[config.mk]
export PLATFORM = sky130hd
export DESIGN_NAME = cmp_seq_arbiter
export DESIGN_NICKNAME = d
export VERILOG_FILES = /design/src/rtl/cmp_seq_arbiter.sv
export SDC_FILE = /design/constraint.sdc
export NUM_CORES = 1
export LEC_CHECK = 0
export CAP_MARGIN = 20
export CORE_MARGIN = 2
export CORE_UTILIZATION = 41
export CTS_CLUSTER_DIAMETER = 100
export CTS_CLUSTER_SIZE = 16
export DETAILED_ROUTE_END_ITERATION = 16
export HOLD_SLACK_MARGIN = 0.06
export PLACE_DENSITY_LB_ADDON = 0.3
export SYNTH_ARGS = -nofsm -noshare
export SYNTH_HDL_FRONTEND = slang
export SYNTH_SLANG_ARGS = --single-unit
[constraint.sdc]
create_clock -name clk -period 3.1 [get_ports clk]
set_clock_uncertainty 0.1 [all_clocks]
set_input_delay 0.62 -clock clk [delete_from_list [all_inputs] [get_ports clk]]
set_output_delay 0.62 -clock clk [all_outputs]
set_load 0.005 [all_outputs]
[src/rtl/cmp_seq_arbiter.sv]
// rtl/cmp_seq_arbiter.sv - two-port round-robin iterative magnitude comparator
// Scans operands MSB-first one CHUNK slice per cycle, stopping at the first differing slice.
module cmp_seq_arbiter #(
    parameter int WIDTH = 32,
    parameter int CHUNK = 4
) (
    input  logic             clk,
    input  logic             rst,
    input  logic [1:0]       req_valid,
    output logic [1:0]       req_ready,
    input  logic [WIDTH-1:0] req_a_0,
    input  logic [WIDTH-1:0] req_b_0,
    input  logic [2:0]       req_op_0,
    input  logic [WIDTH-1:0] req_a_1,
    input  logic [WIDTH-1:0] req_b_1,
    input  logic [2:0]       req_op_1,
    output logic             rsp_valid,
    input  logic             rsp_ready,
    output logic             rsp_id,
    output logic [WIDTH-1:0] rsp_result,
    output logic             busy
);
    localparam int NCHUNK = WIDTH / CHUNK;
    localparam int IW     = (NCHUNK > 1) ? $clog2(NCHUNK) : 1;

    typedef enum logic [1:0] {
        S_IDLE = 2'd0,
        S_SCAN = 2'd1,
        S_DONE = 2'd2
    } state_t;

    state_t           r_state;
    state_t           w_state_nxt;
    logic [WIDTH-1:0] r_a;
    logic [WIDTH-1:0] r_b;
    logic [WIDTH-1:0] r_result;
    logic [2:0]       r_op;
    logic             r_id;
    logic             r_rr;
    logic [IW-1:0]    r_idx;

    logic             w_grant;
    logic             w_hs;
    logic             w_signed;
    logic             w_true;
    logic [WIDTH-1:0] w_a_in;
    logic [WIDTH-1:0] w_b_in;
    logic [2:0]       w_op_in;
    logic [CHUNK-1:0] w_a_sl;
    logic [CHUNK-1:0] w_b_sl;
    logic             w_mismatch;
    logic             w_lt;
    logic             w_scan_end;

    always_comb begin
        w_grant = req_valid[1];
        if (req_valid == 2'b11) begin
            w_grant = r_rr;
        end
    end

    assign req_ready = (r_state == S_IDLE && req_valid != 2'b00) ? {w_grant, ~w_grant} : 2'b00;
    assign w_hs      = |req_ready;

    assign w_a_in  = w_grant ? req_a_1  : req_a_0;
    assign w_b_in  = w_grant ? req_b_1  : req_b_0;
    assign w_op_in = w_grant ? req_op_1 : req_op_0;
    // Flipping both sign bits maps two's-complement order onto unsigned order.
    assign w_signed = w_op_in[2] & ~w_op_in[1];

    assign w_a_sl     = r_a[int'(r_idx) * CHUNK +: CHUNK];
    assign w_b_sl     = r_b[int'(r_idx) * CHUNK +: CHUNK];
    assign w_mismatch = (w_a_sl != w_b_sl);
    assign w_lt       = (w_a_sl < w_b_sl);
    assign w_scan_end = w_mismatch | (r_idx == '0);

    // Only meaningful on the final scan cycle: a mismatch there decides lt, otherwise eq.
    always_comb begin
        w_true = 1'b0;
        case (r_op)
            3'b000:         w_true = ~w_mismatch;
            3'b001:         w_true = w_mismatch;
            3'b100, 3'b110: w_true = w_mismatch & w_lt;
            3'b101, 3'b111: w_true = ~(w_mismatch & w_lt);
            default:        w_true = 1'b0;
        endcase
    end

    always_comb begin
        w_state_nxt = r_state;
        case (r_state)
            S_IDLE:  if (w_hs) w_state_nxt = S_SCAN;
            S_SCAN:  if (w_scan_end) w_state_nxt = S_DONE;
            S_DONE:  if (rsp_ready) w_state_nxt = S_IDLE;
            default: w_state_nxt = S_IDLE;
        endcase
    end

    always_ff @(posedge clk) begin
        if (rst) begin
            r_state  <= S_IDLE;
            r_rr     <= 1'b0;
            r_id     <= 1'b0;
            r_result <= '0;
            r_idx    <= '0;
            r_op     <= '0;
            r_a      <= '0;
            r_b      <= '0;
        end else begin
            r_state <= w_state_nxt;
            if (r_state == S_IDLE && w_hs) begin
                r_a   <= {w_a_in[WIDTH-1] ^ w_signed, w_a_in[WIDTH-2:0]};
                r_b   <= {w_b_in[WIDTH-1] ^ w_signed, w_b_in[WIDTH-2:0]};
                r_op  <= w_op_in;
                r_id  <= w_grant;
                r_idx <= IW'(NCHUNK - 1);
                r_rr  <= ~w_grant;
            end
            if (r_state == S_SCAN) begin
                if (w_scan_end) begin
                    r_result <= {WIDTH{w_true}};
                end else begin
                    r_idx <= r_idx - 1'b1;
                end
            end
        end
    end

    assign rsp_valid  = (r_state == S_DONE);
    assign rsp_id     = r_id;
    assign rsp_result = r_result;
    assign busy       = (r_state != S_IDLE);
endmodule

# After elaboration in Yosys (flattened, before gate mapping)
# Index checks and enable logic that the tools add are counted.
[word_totals]
register_bits = 75
latch_bits = 0
ramBits = 0
romBits = 0
inputBits = 139
memories = 0
[op_classes]
n_addsub = 1
n_mul = 0
div = 0
magnitude_cmp = 1
n_eq_ne = 12
shift = 2
n_mux = 13
bitwise = 9
n_reduce_logical = 12
[ops]
columns = ["cell", "count"]
rows = [
  ["2-to-1 mux 32 bit", 2],
  ["indexed part select 32 x 6 -> 4 bit", 2],
  ["== test 3 bit (second input constant)", 4],
  ["2-to-1 mux 3 bit", 4],
  ["2-to-1 mux 2 bit", 4],
  ["logical NOT 3 bit", 2],
  ["one-hot mux 2 bit (3 select lines)", 1],
  ["OR reduction 2 bit", 3],
  ["== test 2 bit (second input constant)", 2],
  ["< comparator 4 bit", 1],
  ["inequality test 2 bit (second input constant)", 2],
  ["inequality test 4 bit", 1],
  ["inverter 1 bit", 4],
  ["one-hot mux 1 bit (4 select lines)", 1],
  ["nonzero test 2 bit", 2],
  ["== test 3 x 1 -> 1 bit (second input constant)", 1],
  ["AND reduction 3 bit", 1],
  ["subtractor 3 x 1 -> 3 bit (second input constant)", 1],
  ["AND 1 bit", 2],
  ["== test 2 x 1 -> 1 bit (second input constant)", 1],
  ["logical AND 1 bit", 2],
  ["logical NOT 2 bit", 1],
  ["inequality test 2 x 1 -> 1 bit (second input constant)", 1],
  ["AND reduction 2 bit", 1],
  ["3 further kinds", 4],
]

# Logic depth before layout (Yosys ltp)
[depth]
word_depth = 9
mapped_depth = 10
mapped_depth_nobuf = 8

# Worst setup path after synthesis
# Ideal clock, no wire load.
[synth_timing]
path_kind = "register to register"
start = "reg r_idx[0]"
end = "reg, netlist name rsp_result[0]"
setup_time_ps = 125
arrival_ps = 2548
required_time_ps = 2875
slack_ps = 328
stages_incl_launch_ff = 10
n_path_buf = 2
synth_period_minus_slack_ps = 2772
cell_sequence = "dfxtp_1 buf_2 buf_4 mux4_2 mux2i_1 ha_1 nand2b_1 a2111oi_0 o211a_1 o21ai_1"
[synth_between]
elab_chain_cells = 5
[synth_lines]
columns = ["element", "line", "rtl"]
rows = [
  ["from (decl)", "40", "logic [IW-1:0] r_idx;"],
  ["from (signal assigned)", "116", "r_idx <= IW'(NCHUNK - 1);"],
  ["from (signal assigned)", "123", "r_idx <= r_idx - 1'b1;"],
  ["indexed part select 32 x 6 -> 4 bit, on equally long branches", "71, 72", ""],
  ["< comparator 4 bit or inequality test 4 bit (tied branches)", "74, 73", ""],
  ["AND 1 bit", "83, 84", ""],
  ["inverter 1 bit", "84", "3'b101, 3'b111: w_true = ~(w_mismatch & w_lt);"],
  ["one-hot mux 1 bit (4 select lines)", "80", "case (r_op)"],
]
# Parallel ways exist; a longest one is shown, timed or not.
# A chain may end at the register's enable or synchronous reset.

# Worst setup path in the final report
[layout_timing]
start = "in req_valid[0]"
end = "out req_ready[0]"
[layout_between]
elab_chain_cells = 4
[layout_lines]
columns = ["element", "line", "rtl"]
rows = [
  ["from (decl)", "9", "input logic [1:0] req_valid,"],
  ["== test 2 bit", "57", "if (req_valid == 2'b11) begin"],
  ["2-to-1 mux 1 bit", "57", ""],
  ["inverter 1 bit", "62", "assign req_ready = (r_state == S_IDLE && req_valid != 2'b00) ? {w_grant, ~w_grant} : 2'b00;"],
  ["2-to-1 mux 2 bit *", "62", ""],
  ["to (decl)", "10", "output logic [1:0] req_ready,"],
]
# Every way passes the cells marked *; elsewhere a longest branch is shown, timed or not.

==> summary.md <==
| Metric | Value |
|---|---|
| Internal Power | 3065 µW |
| Tmin final | 2.875 ns |
| Top cells by count, synth | 75 x dfxtp_1, 73 x nor2_1, 63 x a222oi_1 |
| Hold-fix buffers, CTS | 0 |
| Area share of fa/ha/maj cells after synthesis | 2.025% |
| Core Region | 8763 µm² |
| Die area | 9819 µm² |
| Die Ht | 99.09 µm |
| Area of the multi-input gates | 1833 µm² |
| WHS Path Cells | 2 |
| Main area contributors after synthesis | dfxtp_1 40%, a222oi_1 17%, mux4_2 9.7% |
| Top-count cell post-synth | dfxtp_1 |
| Clk sinks | 75 |
| CTS Buf Count | 9 |
| Initial DRC Count | 335 |
| Max-Cap Viols | 0 |
| Main synth FF type | dfxtp_1 |
| Maximum VDD drop | 0.4598 mV |
| Crit-path most repeated cell | clkdlybuf4s50_1 |
| Port Buffers | 175 |
| Post CTS Setup Buffer Count | 0 |
| RSZ-0062 raised after global routing | no |
| Layout fillers | 693 |
| Post-synthesis async set-or-reset flop share | 0% |
| I/O pins | 176 |
| Critical Path End Type | output pin |
| Tot GR Track Use | 21.43% |
| CP cell instances | clkdlybuf4s50_1 -> inv_1 -> a211oi_4 -> clkdlybuf4s50_1 |
| Proportion of synthesized area in mux cells | 12.96% |
| Net Sw Power | 1825 µW |
| Global-route wire length before repair | 16730 µm |
| Clk slew on worst S/H paths | 0.08 ns |
| Worst-Skew Late Latency | 0.36 ns |
| Comb power frac | 52.9% |
| Worst path max stage delay | 0.56 ns |
| Syn_area_per_cell | 10.24 µm² |
| Share of the synthesized area in the top cell type | 40.50% |
| Htree depth | 3 |
| Initial core utilization | 42.30% |
| CP max stage cell | clkdlybuf4s50_1 |
| Crit path arrival time | 2.16 ns |
| Fmax | 347.8 MHz |
| Routed WL per cell | 17.89 µm |
| Utilization after layout | 62.92% |
| Largest family of logic cells by synthesized area | compound AO/OA/AOI/OAI gates |
| Post-Syn Area | 3707 µm² |
| Kind of critical path | input pin to output pin |
| Post-layout nets | 637 |
| Count of cell types in the netlist | 36 |
| Cell taking the most area after synthesis | dfxtp_1 |
| CP top delay family | buffers and inverters |
| Layout cells sized above 1 | 10.89% |
| HP Class | flip-flop to flip-flop |
| Vias in the first global route | 3344 |
| PwrDens | 886.8 nW/µm² |
| Antenna Cells | 0 |
| CP Max Fanout | 3 |
| RePlAce Congestion | 0.8356 |
| Sequential share of power | 31.8% |
| Die Wd | 99.09 µm |
| DRT antenna net count | 0 |
| EDFF count, synth | 0 |
| # DRC | 0 |
| Compound-Gate Fraction of Synth Area | 21.73% |
| R2r worst-path depth | 9 |
| Slew margin rel. | 40.42% |
| Cts repair resizes | 0 |
| Final max-slew violation count | 0 |
| Switching Share | 37.32% |
| Post-Route WL | 10810 µm |
| Least-Margin Pin Slew | 0.8925 ns |
| Status | complete, no violations |
| Stages on the worst setup path | 4 |
| Final HPWL DP | 7788 µm |
| Simple-gate share of the synthesized area | 10.90% |
| Post-Place Cells | 589 |
| Critical path required time | 2.38 ns |
| Clock Tree Root | clkbuf_8 |
| Total grt overflow | 0 |
| Leak | 0.002026 µW |
| Hold Violations, Final | 0 |
| First drt pass iteration count | 9 |
| Row count | 34 |
| Reg area | 1501 µm² |
| Max clock buf depth | 2 |
| Initial antenna violation count | 0 |
| Area added between synthesis and finish | 48.73% |
| Syn Nets | 507 |
| Clock power share | 15.3% |
| Yosys Warn Count | 0 |
| #FFs+latches synth | 75 |
| Fin Setup TNS | 0 ns |
| Min Hold Slack | 0.3761 ns |
| Largest net degree at the start of global routing | 68 |
| Synthesized instance count | 362 |
| Synthesized-area fraction occupied by xor and xnor cells | 0.9450% |
| Via count | 3531 |
| Crit share post-route | 92.76% |
| Non-Filler Instances | 604 |
| Number of vias per cell | 5.846 |
| Final Setup Violations | 0 |
| CP bufs+invs | 3 |
| CTS tree | yes |
| Seq/Total Area, Yosys | 40.50% |
| Worst Setup Start Kind | input pin |
## final cells by class
type	instances	area share, %
well taps	108	2.451
clock inverters	6	1.293
repair buffers	185	33.27
inverters	4	0.2723
multi-input cells	217	33.24
clock buffers	9	2.246
flip-flops and latches	75	27.23
## tightest hold or removal path, stage by stage (launching register included)
cell     delay, ns
dfxtp_1       0.32
nand2_1       0.06
a21oi_1       0.06
## final timing paths
path | end | slack [ns] | start
setup / recovery | req_ready[0] | 0.22 | req_valid[0]
hold / removal | r_b[31] | 0.38 | r_b[31]
setup reg to reg | r_idx[2] | 0.30 | r_idx[0]
hold reg to reg | r_b[31] | 0.38 | r_b[31]
## layout by cell type (no fill, tap or decap), types with 5 or more instances in the layout
cell type        count
nor2b_1              6
clkdlybuf4s50_1    174
dfxtp_1             75
nor2_1              72
mux2i_1              6
nand2_1              5
ha_1                 6
mux4_2              16
clkbuf_8             9
buf_4                9
a21oi_1              5
a222oi_1            63
## flip-flops by register name, indices dropped and copies added, names as in the netlist
register	count
r_rr	1
r_idx	3
rsp_id	1
r_state	2
r_b	32
r_a	32
rsp_result	1
r_op	3
## through the flow
step,setup WS [ns],instance area (µm²),power [µW]
after CTS,0.08495,5508,4881
after global placement,0.2743,5313,4045
final,0.2245,5514,4890
after floorplan,0.3276,3707,3331
after global routing,0.1411,5514,5215
after detailed placement,0.1084,5313,4121
## power groups by stage
| stage | Sequential, µW | Combinational, µW | Clock [µW] |
|---|---|---|---|
| finish | 1550 | 2590 | 748 |
| global route | 1590 | 2830 | 799 |
| CTS | 1550 | 2570 | 760 |
| detailed placement | 1560 | 2560 | 0 |
| global placement | 1560 | 2490 | 0 |
| floorplan | 1430 | 1900 | 0 |
## per-layer routing
metal	global-route usage, %	wire length [µm]	vias up
met2	35.19	5160	207
met3	6.535	975	22
li1	-	-	1653
met5	0	0	-
met4	6.744	238	0
met1	27.17	4433	1649
## logic make-up (layout without fill, tap and decap cells)
logic type,count (synthesis),in the layout
AOI/OAI and AO/OA,87,87
adders and majority gates,6,6
and+or+nand+nor,93,93
DFF,75,75
xor gates and xnor gates,4,4
muxes,27,27
buffers and inverters,70,204
No activity file was read; power rests on OpenSTA's default activity.
